## src/rtl/uart_pkg.sv

```systemverilog
// ----------------------------------------------------------------------------
// uart_pkg
//   Shared definitions for the UART transmit path: the framing FSM state
//   encoding and the default byte width / sync byte used by uart_tx_arbiter
//   and anything else that talks to uart_tx.
// ----------------------------------------------------------------------------
package uart_pkg;

    // Default byte width; must match the uart_tx instance downstream.
    localparam int unsigned BITS_N_DEF = 8;

    // First byte of every frame, lets the receiver re-align after noise.
    localparam logic [7:0] SYNC_BYTE_DEF = 8'hA5;

    // Width of the payload byte counter; MAX_LEN is limited to 1..255.
    localparam int unsigned LEN_W = 8;

    // Frame sequencing: SYNC, ID, payload bytes, then XOR checksum.
    typedef enum logic [2:0] {
        ST_IDLE,
        ST_SYNC,
        ST_ID,
        ST_PAYLOAD,
        ST_CSUM
    } tx_state_e;

endpackage

```

## src/rtl/rr_arbiter.sv

```systemverilog
// ----------------------------------------------------------------------------
// rr_arbiter
//   Combinational round-robin pick. Returns the first asserted request at or
//   after ptr, wrapping cyclically, as a one-hot grant plus its index.
//
//   req  in   N       request vector
//   ptr  in   IDX_W   index with highest priority this round
//   gnt  out  N       one-hot grant, zero when no request is asserted
//   idx  out  IDX_W   index of the granted request (0 when none)
//   any  out  1       at least one request asserted
// ----------------------------------------------------------------------------
module rr_arbiter #(
    parameter  int unsigned N     = 3,
    localparam int unsigned IDX_W = (N > 1) ? $clog2(N) : 1
) (
    input  logic [N-1:0]     req,
    input  logic [IDX_W-1:0] ptr,
    output logic [N-1:0]     gnt,
    output logic [IDX_W-1:0] idx,
    output logic             any
);

    // Two passes over constant positions instead of a modular index: the
    // first pass only accepts positions >= ptr, the second (reached only if
    // the first found nothing) takes the lowest asserted position, which is
    // then necessarily below ptr. Same result as a cyclic search from ptr.
    always_comb begin
        gnt = '0;
        idx = '0;
        any = 1'b0;
        for (int unsigned i = 0; i < N; i++) begin
            if (!any && req[i] && (IDX_W'(i) >= ptr)) begin
                any    = 1'b1;
                gnt[i] = 1'b1;
                idx    = IDX_W'(i);
            end
        end
        for (int unsigned i = 0; i < N; i++) begin
            if (!any && req[i]) begin
                any    = 1'b1;
                gnt[i] = 1'b1;
                idx    = IDX_W'(i);
            end
        end
    end

endmodule

```

## src/rtl/uart_tx_arbiter.sv

```systemverilog
// ----------------------------------------------------------------------------
// uart_tx_arbiter
//   Shares one uart_tx byte channel between N_REQ byte-stream requesters.
//   Each packet is framed as SYNC, ID, payload..., CSUM (XOR of ID and
//   payload). Arbitration is round-robin per packet; a granted packet is
//   never interleaved with another requester's bytes.
//
//   clk        in   1             system clock
//   rst        in   1             synchronous active-high reset
//   req_valid  in   N_REQ         per-requester byte valid
//   req_data   in   N_REQ*BITS_N  requester i at [i*BITS_N +: BITS_N]
//   req_last   in   N_REQ         final payload byte of the packet
//   req_ready  out  N_REQ         byte accepted (only the granted requester)
//   tx_data    out  BITS_N        byte to uart_tx
//   tx_valid   out  1             byte offered to uart_tx
//   tx_ready   in   1             uart_tx accepts the byte
//   grant      out  N_REQ         one-hot owner, zero in IDLE
//   busy       out  1             frame in progress
//   len_err    out  1             one-cycle pulse when a frame hit MAX_LEN
// ----------------------------------------------------------------------------
module uart_tx_arbiter
    import uart_pkg::*;
#(
    parameter int unsigned       N_REQ     = 3,
    parameter int unsigned       BITS_N    = BITS_N_DEF,
    parameter logic [BITS_N-1:0] SYNC_BYTE = BITS_N'(SYNC_BYTE_DEF),
    parameter int unsigned       MAX_LEN   = 64
) (
    input  logic                    clk,
    input  logic                    rst,
    input  logic [N_REQ-1:0]        req_valid,
    input  logic [N_REQ*BITS_N-1:0] req_data,
    input  logic [N_REQ-1:0]        req_last,
    output logic [N_REQ-1:0]        req_ready,
    output logic [BITS_N-1:0]       tx_data,
    output logic                    tx_valid,
    input  logic                    tx_ready,
    output logic [N_REQ-1:0]        grant,
    output logic                    busy,
    output logic                    len_err
);

    localparam int unsigned IDX_W = $clog2(N_REQ);

    tx_state_e          state_q, state_d;
    logic [IDX_W-1:0]   ptr_q, ptr_d;
    logic [IDX_W-1:0]   g_idx_q, g_idx_d;
    logic [N_REQ-1:0]   grant_q, grant_d;
    logic [BITS_N-1:0]  csum_q, csum_d;
    logic [LEN_W-1:0]   cnt_q, cnt_d;
    logic               len_err_q, len_err_d;

    logic [N_REQ-1:0]   arb_gnt;
    logic [IDX_W-1:0]   arb_idx;
    logic               arb_any;

    logic [BITS_N-1:0]  req_bytes [N_REQ];
    logic [BITS_N-1:0]  id_byte;

    for (genvar gi = 0; gi < N_REQ; gi++) begin : g_unpack
        assign req_bytes[gi] = req_data[gi*BITS_N +: BITS_N];
    end

    always_comb begin
        id_byte              = '0;
        id_byte[IDX_W-1:0]   = g_idx_q;
    end

    rr_arbiter #(
        .N (N_REQ)
    ) u_rr_arbiter (
        .req (req_valid),
        .ptr (ptr_q),
        .gnt (arb_gnt),
        .idx (arb_idx),
        .any (arb_any)
    );

    always_ff @(posedge clk) begin
        if (rst) begin
            state_q   <= ST_IDLE;
            ptr_q     <= '0;
            g_idx_q   <= '0;
            grant_q   <= '0;
            csum_q    <= '0;
            cnt_q     <= '0;
            len_err_q <= 1'b0;
        end else begin
            state_q   <= state_d;
            ptr_q     <= ptr_d;
            g_idx_q   <= g_idx_d;
            grant_q   <= grant_d;
            csum_q    <= csum_d;
            cnt_q     <= cnt_d;
            len_err_q <= len_err_d;
        end
    end

    always_comb begin
        state_d   = state_q;
        ptr_d     = ptr_q;
        g_idx_d   = g_idx_q;
        grant_d   = grant_q;
        csum_d    = csum_q;
        cnt_d     = cnt_q;
        len_err_d = 1'b0;
        tx_valid  = 1'b0;
        tx_data   = '0;
        req_ready = '0;

        case (state_q)
            ST_IDLE: begin
                if (arb_any) begin
                    grant_d = arb_gnt;
                    g_idx_d = arb_idx;
                    csum_d  = '0;
                    cnt_d   = '0;
                    state_d = ST_SYNC;
                end
            end

            ST_SYNC: begin
                tx_valid = 1'b1;
                tx_data  = SYNC_BYTE;
                if (tx_ready) begin
                    state_d = ST_ID;
                end
            end

            ST_ID: begin
                tx_valid = 1'b1;
                tx_data  = id_byte;
                if (tx_ready) begin
                    csum_d  = id_byte;
                    state_d = ST_PAYLOAD;
                end
            end

            ST_PAYLOAD: begin
                // Straight pass-through from the owner; a stalled owner just
                // leaves tx_valid low and the FSM waits here indefinitely.
                tx_valid           = req_valid[g_idx_q];
                tx_data            = req_bytes[g_idx_q];
                req_ready[g_idx_q] = tx_ready;
                if (req_valid[g_idx_q] && tx_ready) begin
                    csum_d = csum_q ^ req_bytes[g_idx_q];
                    cnt_d  = cnt_q + 1'b1;
                    if (req_last[g_idx_q]) begin
                        state_d = ST_CSUM;
                    end else if (cnt_q == LEN_W'(MAX_LEN - 1)) begin
                        // Truncate; the rest of the packet becomes a new frame.
                        len_err_d = 1'b1;
                        state_d   = ST_CSUM;
                    end
                end
            end

            ST_CSUM: begin
                tx_valid = 1'b1;
                tx_data  = csum_q;
                if (tx_ready) begin
                    ptr_d   = (g_idx_q == IDX_W'(N_REQ - 1)) ? '0 : g_idx_q + 1'b1;
                    grant_d = '0;
                    state_d = ST_IDLE;
                end
            end

            default: begin
                grant_d = '0;
                state_d = ST_IDLE;
            end
        endcase
    end

    assign grant   = grant_q;
    assign busy    = (state_q != ST_IDLE);
    assign len_err = len_err_q;

endmodule

```

## config.mk

```make
export PLATFORM = sky130hd
export DESIGN_NAME = uart_tx_arbiter
export DESIGN_NICKNAME = d
export VERILOG_FILES = /design/src/rtl/uart_pkg.sv /design/src/rtl/rr_arbiter.sv /design/src/rtl/uart_tx_arbiter.sv
export SDC_FILE = /design/constraint.sdc
export NUM_CORES = 1
export LEC_CHECK = 0
export ABC_AREA = 1
export BUFFER_PORTS_ARGS = -buffer_cell sky130_fd_sc_hd__buf_2
export CAP_MARGIN = 25
export CORE_ASPECT_RATIO = 0.6
export CORE_MARGIN = 4
export CORE_UTILIZATION = 48
export DETAILED_ROUTE_END_ITERATION = 10
export GPL_TIMING_DRIVEN = 0
export PLACE_DENSITY_LB_ADDON = 0.25
export SYNTH_ARGS = -nofsm -noshare
export SYNTH_HDL_FRONTEND = slang
export SYNTH_SLANG_ARGS = --single-unit
export TNS_END_PERCENT = 20
```

## constraint.sdc

```tcl
create_clock -name clk -period 1.6 [get_ports clk]
set_clock_uncertainty 0.15 [all_clocks]
set_input_delay 0.4 -clock clk [delete_from_list [all_inputs] [get_ports clk]]
set_output_delay 0.4 -clock clk [all_outputs]
set_load 0.05 [all_outputs]
```

Yosys cells after proc, flatten, opt, wreduce, memory -nomap -nowiden
Index checks and enable logic that the tools add are counted.
- order comparisons: 6
- add/subtract/negate cells: 2
- bitwise operators: 6
- eq/ne operators: 12
- reductions and logical operators: 28
- muxes and demuxes: 46
- operators by type and width (operator ; number):
    two-way mux 8 bit ; 6
    one-hot mux 8 bit (4 select lines) ; 1
    two-way mux 3 bit ; 9
    one-hot mux 8 bit (3 select lines) ; 1
    binary-select mux 8 bit (select 2 bit) ; 1
    two-way mux 1 bit ; 16
    one-hot mux 8 bit (2 select lines) ; 1
    one-hot mux 3 bit (5 select lines) ; 1
    logical AND 1 bit ; 10
    two-way mux 2 bit ; 5
    != test 2 bit, second input constant ; 5
    one-hot mux 3 bit (3 select lines) ; 1
    adder 8 x 1 -> 8 bit, second input constant ; 1
    equality test 8 x 6 -> 1 bit, second input constant ; 1
    bitwise XOR 8 bit ; 1
    equality test 3 x 2 -> 1 bit, second input constant ; 2
    AND reduction 3 bit ; 2
    AND reduction 6 bit ; 1
    nonzero test 3 bit ; 2
    OR reduction 3 bit ; 2
    zero test 1 bit ; 5
    binary-select mux 1 bit (select 2 bit) ; 2
    greater-or-equal comparator 1 x 2 -> 1 bit, first input constant ; 2
    AND reduction 2 bit ; 2
    other kinds (18) ; 20
- logic and storage cells: 107
- flip-flop bits (word level): 27

Depth between registers and ports, before layout
Gate-level depths: netlist of run 1.
- word-level depth: 22
- mapped depth: 13

Hierarchy
A second synthesis of run 1 with hierarchy kept.
- cell total of the unflattened synthesis: 321
- area, all modules: 1949.4 sq um
- by module, submodules not included (module ; instances ; seq. area each (sq um) ; cells each ; area an instance (sq um)):
    uart_tx_arbiter ; 1 ; 540.5 ; 301 ; 1848.0
    rr_arbiter ; 1 ; 0.0 ; 20 ; 101.3

Worst setup path before layout of run 1
Ideal clock, no wire load.
- path type: register to output
- start: register state_q[0]
- end: output req_ready[1]
- path buffers: 2
- path slack: -1.343 ns
- data arrival time: 2.393 ns
- data required time: 1.050 ns
- stages on the path, launching flop included: 7
- cell sequence: dfxtp_1 -> inv_1 -> nor2_2 -> nand2_1 -> buf_2 -> buf_2 -> nor4_1
- cells in the longest elaborated chain, start to end: 2
- RTL lines (element ; RTL line ; source):
    start, declared ; uart_tx_arbiter.sv:45 ; tx_state_e state_q, state_d;
    start signal, assigned ; uart_tx_arbiter.sv:89 ; state_q <= state_d;
    equality test 3 x 2 -> 1 bit ; uart_tx_arbiter.sv:111 ; case (state_q)
    two-way mux 3 bit ; uart_tx_arbiter.sv:111 ;
    end, declared ; uart_tx_arbiter.sv:34 ; output logic [N_REQ-1:0] req_ready,
Every way passes these cells.

Worst setup path after layout of run 1
- start: register g_idx_q[0]
- end: register csum_q[2]
- cells in the longest elaborated chain, start to end: 7
- elaborated cells on any way between the ends: 12
- classes of those cells: 1 x eq/ne; 7 x mux; 2 x bitwise; 2 x reduce/logical
- RTL lines (element ; RTL line ; source):
    start, declared ; uart_tx_arbiter.sv:47 ; logic [IDX_W-1:0] g_idx_q, g_idx_d;
    start signal, assigned ; uart_tx_arbiter.sv:91 ; g_idx_q <= g_idx_d;
    NOT 2 -> 3 bit (not written as such) ; uart_tx_arbiter.sv:146 ; csum_d = csum_q ^ req_bytes[g_idx_q];
    binary-select mux 8 bit (select 2 bit) ; uart_tx_arbiter.sv:146 ;
    two-way mux 8 bit (not written as such) (2 in a row) ; uart_tx_arbiter.sv:146 ;
    bitwise XOR 8 bit ; uart_tx_arbiter.sv:146 ;
    two-way mux 8 bit ; uart_tx_arbiter.sv:145 ; if (req_valid[g_idx_q] && tx_ready) begin
    one-hot mux 8 bit (3 select lines) ; uart_tx_arbiter.sv:111 ;
    end signal, assigned ; uart_tx_arbiter.sv:93 ; csum_q <= csum_d;
    end, declared ; uart_tx_arbiter.sv:49 ; logic [BITS_N-1:0] csum_q, csum_d;
Parallel ways exist; a longest one is shown, timed or not. The select of a mux whose other input is x is not followed.
A chain may end at the register's enable or synchronous reset.

==> impl_metrics.py, run 1 <==
metrics = {
    "run_status": {
        "status": "finished, violations left",
        "violations": "setup timing",
    },
    "route": {
        "num_vias": 2427,
        "drc": 0,
        "drt_iter0_drc": 220,
        "totalWireLength_microns": 6770,
        "vias_per_cell": 5.53,
        "wire_per_inst_microns": 15.4,
        "drt-pass1-iter-count": 5,
        "detail-route-antenna-nets": 0,
    },
    "placed_design": {
        "gp_congestion": 0.903,
        "post-dp-hpwl_microns": 4130,
        "port_buffers": 48,
        "dpl_worst_slack_ps": -431,
        "place_area_sq_um": 2330,
    },
    "pwr": {
        "max-vdd-ir-drop_uv": 911,
        "leakage_nw": 1.32,
        "fin_total_pwr_mw": 4.38,
        "powerDensity_nw_per_um2": 1520,
    },
    "synthesis": {
        "yosysTopAreaCell": "dfxtp_1",
        "synth_nets": 351,
        "ys_seq_elements": 27,
        "synthTopCellsByArea": "dfxtp_1 28%, nand2_1 19%, nor2_1 8.4%, nand3_1 6.9%, inv_1 5.6%",
        "yosys_warnings": 0,
        "ys_types": 29,
        "synth_top_area_share_pct": 27.6,
        "yosysSeqAreaShare_pct": 27.6,
        "synthCells": 317,
        "syn_area_sq_um": 1960,
        "syn_area_per_cell_sq_um": 6.17,
    },
    "setup_path": {
        "worst_ep_required_time_ps": 1660,
        "critPathKind": "reg2reg",
        "endpoint_kind": "flop",
        "crit_path_start_kind": "flop",
        "reg2regPathDepth": 15,
        "r2r_setup_slack_ps": -590,
        "cp_max_fo": 6,
        "crit_arrival_ps": 2250,
    },
    "sta": {
        "setup_viol": 35,
        "fin_crit_sh_pct": 137,
        "tns_ps": -11750,
        "fin_hold_ws_ps": 305,
        "fin_crit_ps": 2190,
        "tightest_slew_ps": 629,
        "layout_setup_ws_ps": -594,
        "fmax_ghz": 0.456,
        "relSlewSlack_pct": 58.1,
        "hold_viol": 0,
        "rsz0062_at_grt": "yes",
        "slew_violations": 0,
    },
    "cells_and_area": {
        "final_common_cell": "nand2_1",
        "final_cell_mix": "82 x nand2_1, 40 x nor2_1, 35 x buf_2",
        "drive_above_1_share_pct": 39.5,
        "fill_cells": 301,
        "nets": 427,
        "multi_input_comb_area_sq_um": 1470,
        "areaGrowthSynthToFinish_pct": 47.1,
        "final_area_sq_um": 2880,
        "layout.area.seq_sq_um": 553,
        "diodes": 0,
    },
    "die": {
        "dieArea_sq_um": 5200,
        "die_width_microns": 90.4,
        "ios": 50,
        "core_sq_um": 3790,
        "num_rows": 17,
        "die_h_microns": 57.5,
        "initial_core_util_pct": 51.7,
    },
    "cts": {
        "cts_tree": "yes",
        "cts_max_level": 1,
        "clk_path_buf_depth": 2,
        "clk_latency_ps": 280,
        "cts.sinks": 27,
        "cts_buffers": 3,
        "cts-root-buf": "clkbuf_8",
        "clk_pin_slew_ps": 90,
    },
    "global_route": {
        "antenna_found_initial": 0,
        "grt_pass1_wl_microns": 10800,
        "globalRouteTotalUtil_pct": 25.9,
        "grt_start_max_net_pins": 15,
        "grt_pass1_vias": 2315,
        "gr-total-overflow": 0,
    },
    "worst_hold_path": {
        "whs_path_depth": 3,
        "min_path_type": "in2reg",
    },
    "flow_run": {
        "maxCapViolCount": 0,
    },
}
kinds of logic (layout without fill, tap and decap cells):
logic type | after synthesis | in the layout | share of synthesized area (%)
adders and majority gates | 1 | 1 | 0.639
and+or+nand+nor | 193 | 194 | 44.4
DFF | 27 | 27 | 27.6
buffers and inverters | 45 | 119 | 10.2
AOI/OAI and AO/OA | 41 | 41 | 12.6
xor gates and xnor gates | 10 | 10 | 4.48
through the flow:
| stage | instances | util [%] |
|---|---|---|
| after floorplan | 317 | - |
| after global placement | 412 | 61.6 |
| after detailed placement | 412 | 61.6 |
| after CTS | 436 | 72.8 |
| after global routing | 439 | 76.0 |
| final | 439 | 76.0 |
report_power, final:
part	leakage, nW	total, mW	internal, mW	switching, mW
clock network	0.0228	0.401	0.179	0.222
registers	0.223	0.936	0.825	0.110
logic	1.07	3.05	1.11	1.93
area by class of cell:
cell class                      instances  area share (%)
Clock buffer                            4            1.57
Tap cell                               47            2.04
Buffer                                 10            3.43
Sequential cell                        27            19.2
Timing Repair Buffer                   71            18.0
Multi-Input combinational cell        246            50.9
Inverter                               34            4.78
worst max-delay path: stages (launching register included):
cell and delay, ps:
dfxtp_4 400, buf_8 140, nor2_4 60, buf_6 140, nand2_4 70, nand3_2 80, buf_4 130, buf_4 120
buf_4 120, buf_4 120, buf_4 120, nand2_2 50, nand2_2 50, nor2_1 100, nand3_1 100, a21oi_2 160
state kept, by name (all words and copies together) (netlist names):
register / flops
g_idx_q: 2
csum_q: 8
ptr_q: 2
grant: 3
len_err: 1
state_q: 3
cnt_q: 8
layer usage:
layer	wire, microns	vias to the layer above	track usage (%)	share of wire, %
met5	0	-	0	0
met1	2850	1111	33.8	42
met3	708	27	8.83	10
met4	169	0	6.97	2.5
met2	3040	128	41.2	45
li1	-	1161	-	-
Yosys cell counts:
cell type  count
a21oi_1       18
a21oi_2        4
buf_2          4
buf_4          1
buf_6          3
clkbuf_1       3
dfxtp_1       27
ha_1           1
inv_1         29
inv_2          5
nand2_1       98
nand2_2        3
nand3_1       27
nand3_2        3
nand3b_1       1
nand4_1        5
nand4_4        1
nor2_1        44
nor2_2         3
nor2_4         5
nor3_1         1
nor4_1         2
o2111ai_1      1
o211ai_1       5
o21a_4         1
o21ai_0        9
o21ai_1        3
xnor2_1        3
xor2_1         7
repair_timing:
action                                  in CTS  in global routing
cloned                                       3                  0
setup buffers                               17                  6
endpoints found under the setup margin      35                 38
pin swaps                                   14                 12
hold buffers                                 0                  0
resized for setup                           57                 35
path summary, 6_finish.rpt:
path	end	from
worst max-delay path	csum_q[2]	g_idx_q[0]
worst min-delay path	g_idx_q[1]	req_valid[2]
worst max register to register	csum_q[2]	g_idx_q[0]
worst min register to register	grant[2]	grant[2]
Note: power is estimated with default switching activity, not from simulation.
==> run 2, diff against run 1 <==
--- a/config.mk
+++ b/config.mk
@@ -14,3 +14,3 @@
 export DETAILED_ROUTE_END_ITERATION = 10
-export GPL_TIMING_DRIVEN = 0
+export GPL_TIMING_DRIVEN = 1
 export PLACE_DENSITY_LB_ADDON = 0.25
@@ -18,2 +18,3 @@
 export SYNTH_HDL_FRONTEND = slang
+export SYNTH_HIERARCHICAL = 1
 export SYNTH_SLANG_ARGS = --single-unit
==> constraint.sdc (replaced) <==
create_clock -name clk -period 1.6 [get_ports clk]
set_clock_uncertainty 0.15 [all_clocks]
set_input_delay 0 -clock clk [delete_from_list [all_inputs] [get_ports clk]]
set_output_delay 0 -clock clk [all_outputs]
set_load 0.05 [all_outputs]
==> run 2 against run 1 <==
Effect of this change: the flow finishes with violations (hold timing, setup timing); critical endpoint is now csum_q[5]; non-clock buffer count is 26 higher; final cell count is 7.7% higher; total power is 26% higher; largest power group unchanged; design area is 13% higher; flip-flop and latch count stayed put; setup slack better by 380 ps; die area is 0.34% lower; sequential share of layout area is 2.0 points lower; combinational power is 36% higher; count of clock-buffer cells in the layout is 1 lower; sequential power is 0.4% higher; maximum frequency is 21% higher.
==> impl_metrics.py, run 2 <==
metrics = {
    "die": {
        "die_h_microns": 57.4,
        "initial_core_util_pct": 51.5,
        "ios": 50,
        "dieArea_sq_um": 5180,
        "die_width_microns": 90.3,
        "core_sq_um": 3790,
        "num_rows": 17,
    },
    "cts": {
        "cts-root-buf": "clkbuf_8",
        "clk_path_buf_depth": 2,
        "cts_max_level": 1,
        "cts_buffers": 3,
        "clk_latency_ps": 300,
        "clk_pin_slew_ps": 120,
        "cts_tree": "yes",
        "cts.sinks": 27,
    },
    "pwr": {
        "seqPwrFrac_pct": 17.0,
        "swShare_pct": 54.0,
        "pwr-share-comb_pct": 75.0,
        "clockPowerShare_pct": 8.0,
        "net-switching-power_mw": 2.99,
        "powerDensity_nw_per_um2": 1710,
        "max-vdd-ir-drop_uv": 1250,
        "leakage_nw": 1.61,
        "internal_power_mw": 2.55,
    },
    "sta": {
        "tns_ps": -4980,
        "relSlewSlack_pct": 74.0,
        "fmax_ghz": 0.550,
        "slew_violations": 0,
        "fin_hold_ws_ps": -0.944,
        "tightest_slew_ps": 387,
        "layout_setup_ws_ps": -217,
        "hold_viol": 1,
        "setup_viol": 36,
        "fin_crit_sh_pct": 114,
        "rsz0062_at_grt": "yes",
        "fin_crit_ps": 1820,
    },
    "placed_design": {
        "place_area_sq_um": 2510,
        "post-dp-hpwl_microns": 4610,
        "port_buffers": 49,
        "gp_congestion": 0.889,
    },
    "flow_run": {
        "maxCapViolCount": 0,
    },
    "setup_path": {
        "cp_max_fo": 4,
        "crit_path_start_kind": "flop",
        "cp_slowest_cell": "dfxtp_4",
        "critPathKind": "reg2reg",
        "critical_path.top_delay_family": "simple AND/OR/NAND/NOR gates",
        "cpPeakStageDelay_ps": 420,
        "worst_ep_required_time_ps": 1650,
        "crit_arrival_ps": 1870,
        "cp_cell_sequence": "nand2_4 -> nand2_2 -> nand3_2 -> nor2_2 -> nand3b_1 -> inv_2 -> nand3_4 -> nand2_4 -> nor2_4 -> buf_6 -> nand3_1 -> nand2_1 -> nand2_1 -> inv_1",
        "critPathBufInv": 3,
        "critPathLaunch": "ptr_q[1]",
        "timing.rr.start": "ptr_q[1]",
        "endpoint_kind": "flop",
    },
    "route": {
        "vias_per_cell": 6.16,
        "detail-route-antenna-nets": 0,
        "wire_per_inst_microns": 19.1,
        "num_vias": 2914,
        "drt-pass1-iter-count": 5,
        "totalWireLength_microns": 9030,
        "drt_iter0_drc": 365,
        "drc": 0,
    },
    "synthesis": {
        "syn_area_sq_um": 1950,
        "synth-edff-count": 0,
        "synth.mux.area_fraction_pct": 0,
        "synthCells": 321,
        "yosys.area_share.xor_xnor_pct": 1.35,
        "ys_seq_elements": 27,
        "synthTopCellsByArea": "dfxtp_1 28%, nand2_1 23%, nand3_1 12%, inv_1 7.1%, a21oi_1 4.1%",
        "synth_adder_area_share_pct": 0.642,
        "synth.most_common_cell": "nand2_1",
        "synth_nets": 355,
        "synthFlopType": "dfxtp_1",
        "yosys_warnings": 6,
        "synth_simple_gate_area_share_pct": 50.2,
        "ys_types": 33,
        "ys_top_cells_by_count": "119 x nand2_1, 47 x nand3_1, 37 x inv_1, 27 x dfxtp_1, 19 x nor2_1",
        "syn_area_per_cell_sq_um": 6.07,
        "yosysTopAreaCell": "dfxtp_1",
        "synth_compound_area_share_pct": 9.18,
        "yosysSeqAreaShare_pct": 27.7,
        "synth_top_area_share_pct": 27.7,
        "async_flop_share_pct": 0,
        "synth_top_family_by_area": "simple AND/OR/NAND/NOR gates",
    },
    "global_route": {
        "grt_pass1_wl_microns": 12500,
        "globalRouteTotalUtil_pct": 29.7,
        "gr-total-overflow": 0,
        "grt_start_max_net_pins": 19,
        "grt_pass1_vias": 2641,
        "antenna_found_initial": 0,
    },
    "cells_and_area": {
        "areaGrowthSynthToFinish_pct": 66.2,
        "final_common_cell": "nand2_1",
        "fill_cells": 182,
        "drive_above_1_share_pct": 50.2,
        "diodes": 0,
        "final_cell_mix": "89 x nand2_1, 44 x buf_4, 37 x buf_2",
        "reg_top3": "cnt_q: 8 flops, csum_q: 8 flops",
        "final_area_sq_um": 3240,
        "nets": 461,
    },
    "run_status": {
        "status": "finished, violations left",
        "violations": "hold timing, setup timing",
    },
    "worst_hold_path": {
        "hold_start": "req_valid[2]",
        "min_path_type": "in2reg",
    },
}
[run 2: final timing paths]
kind | to | slack (ps) | cells past startpoint
setup / recovery | csum_q[5] | -220 | 14
setup reg to reg | csum_q[5] | -220 | 14
hold reg to reg | grant[2] | 320 | 2
hold / removal | grant[2] | -0.9 | 5
[run 2: worst register-to-register path, cell delays in order (launching register included)]
cell and delay (ps):
dfxtp_4 420, nand2_4 60, nand2_2 60, nand3_2 90, nor2_2 100, nand3b_1 100, inv_2 100, nand3_4 80
nand2_4 90, nor2_4 60, buf_6 140, nand3_1 90, nand2_1 60, nand2_1 70, inv_1 40
[run 2: layer usage]
layer  GRT usage, %  vias up  routed length, microns
li1               -     1246                       -
met5              0        -                       0
met2           49.4      255                    4110
met1           38.0     1337                    3300
met4           12.6        0                     603
met3           6.06       76                    1020
[run 2: layout make-up]
type	count	area, sq um	share of cell area, %
clock inverter	1	5.00	0.154
sequential	27	559	17.3
tap	47	58.8	1.81
clock buffer	3	41.3	1.27
inverter	41	164	5.06
timing repair buffer	107	856	26.4
multi-input combinational	247	1560	48.0
[run 2: logic make-up (layout without fill, tap and decap cells)]
logic type | after synthesis | after routing
AO/OA/AOI/OAI | 31 | 31
AND/OR/NAND/NOR | 212 | 212
adder cells (fa/ha/maj) | 1 | 1
flip-flops | 27 | 27
buffers and inverters | 47 | 152
XOR/XNOR | 3 | 3
[run 2: what timing repair did]
action	in CTS	in global routing
gates resized for setup	98	48
pin swaps	24	32
endpoints found under the hold margin	15	0
endpoints found under the setup margin	35	37
buffers inserted	16	4
hold buffers	3	0
cloned	2	0
[run 2: stage by stage]
| stage | instances | setup slack [ps] | hold slack, ps | utilization [%] | total power [mW] |
|---|---|---|---|---|---|
| after floorplan | 321 | -335 | -80.9 | - | 2.80 |
| after global placement | 444 | -116 | 193 | 66.3 | 3.65 |
| after detailed placement | 444 | -201 | 182 | 66.3 | 3.69 |
| after CTS | 469 | -136 | -17.2 | 79.8 | 4.82 |
| after global routing | 473 | -306 | 36.1 | 85.6 | 5.79 |
| final | 473 | -217 | -0.944 | 85.6 | 5.53 |
[run 2: power by group through the flow]
stage	sequential [mW]	combinational (mW)	clock (mW)
after floorplan	0.921	1.88	0
after global placement	0.884	2.77	0
after detailed placement	0.884	2.81	0
after CTS	0.922	3.48	0.417
after global routing	0.954	4.38	0.456
final	0.940	4.15	0.445
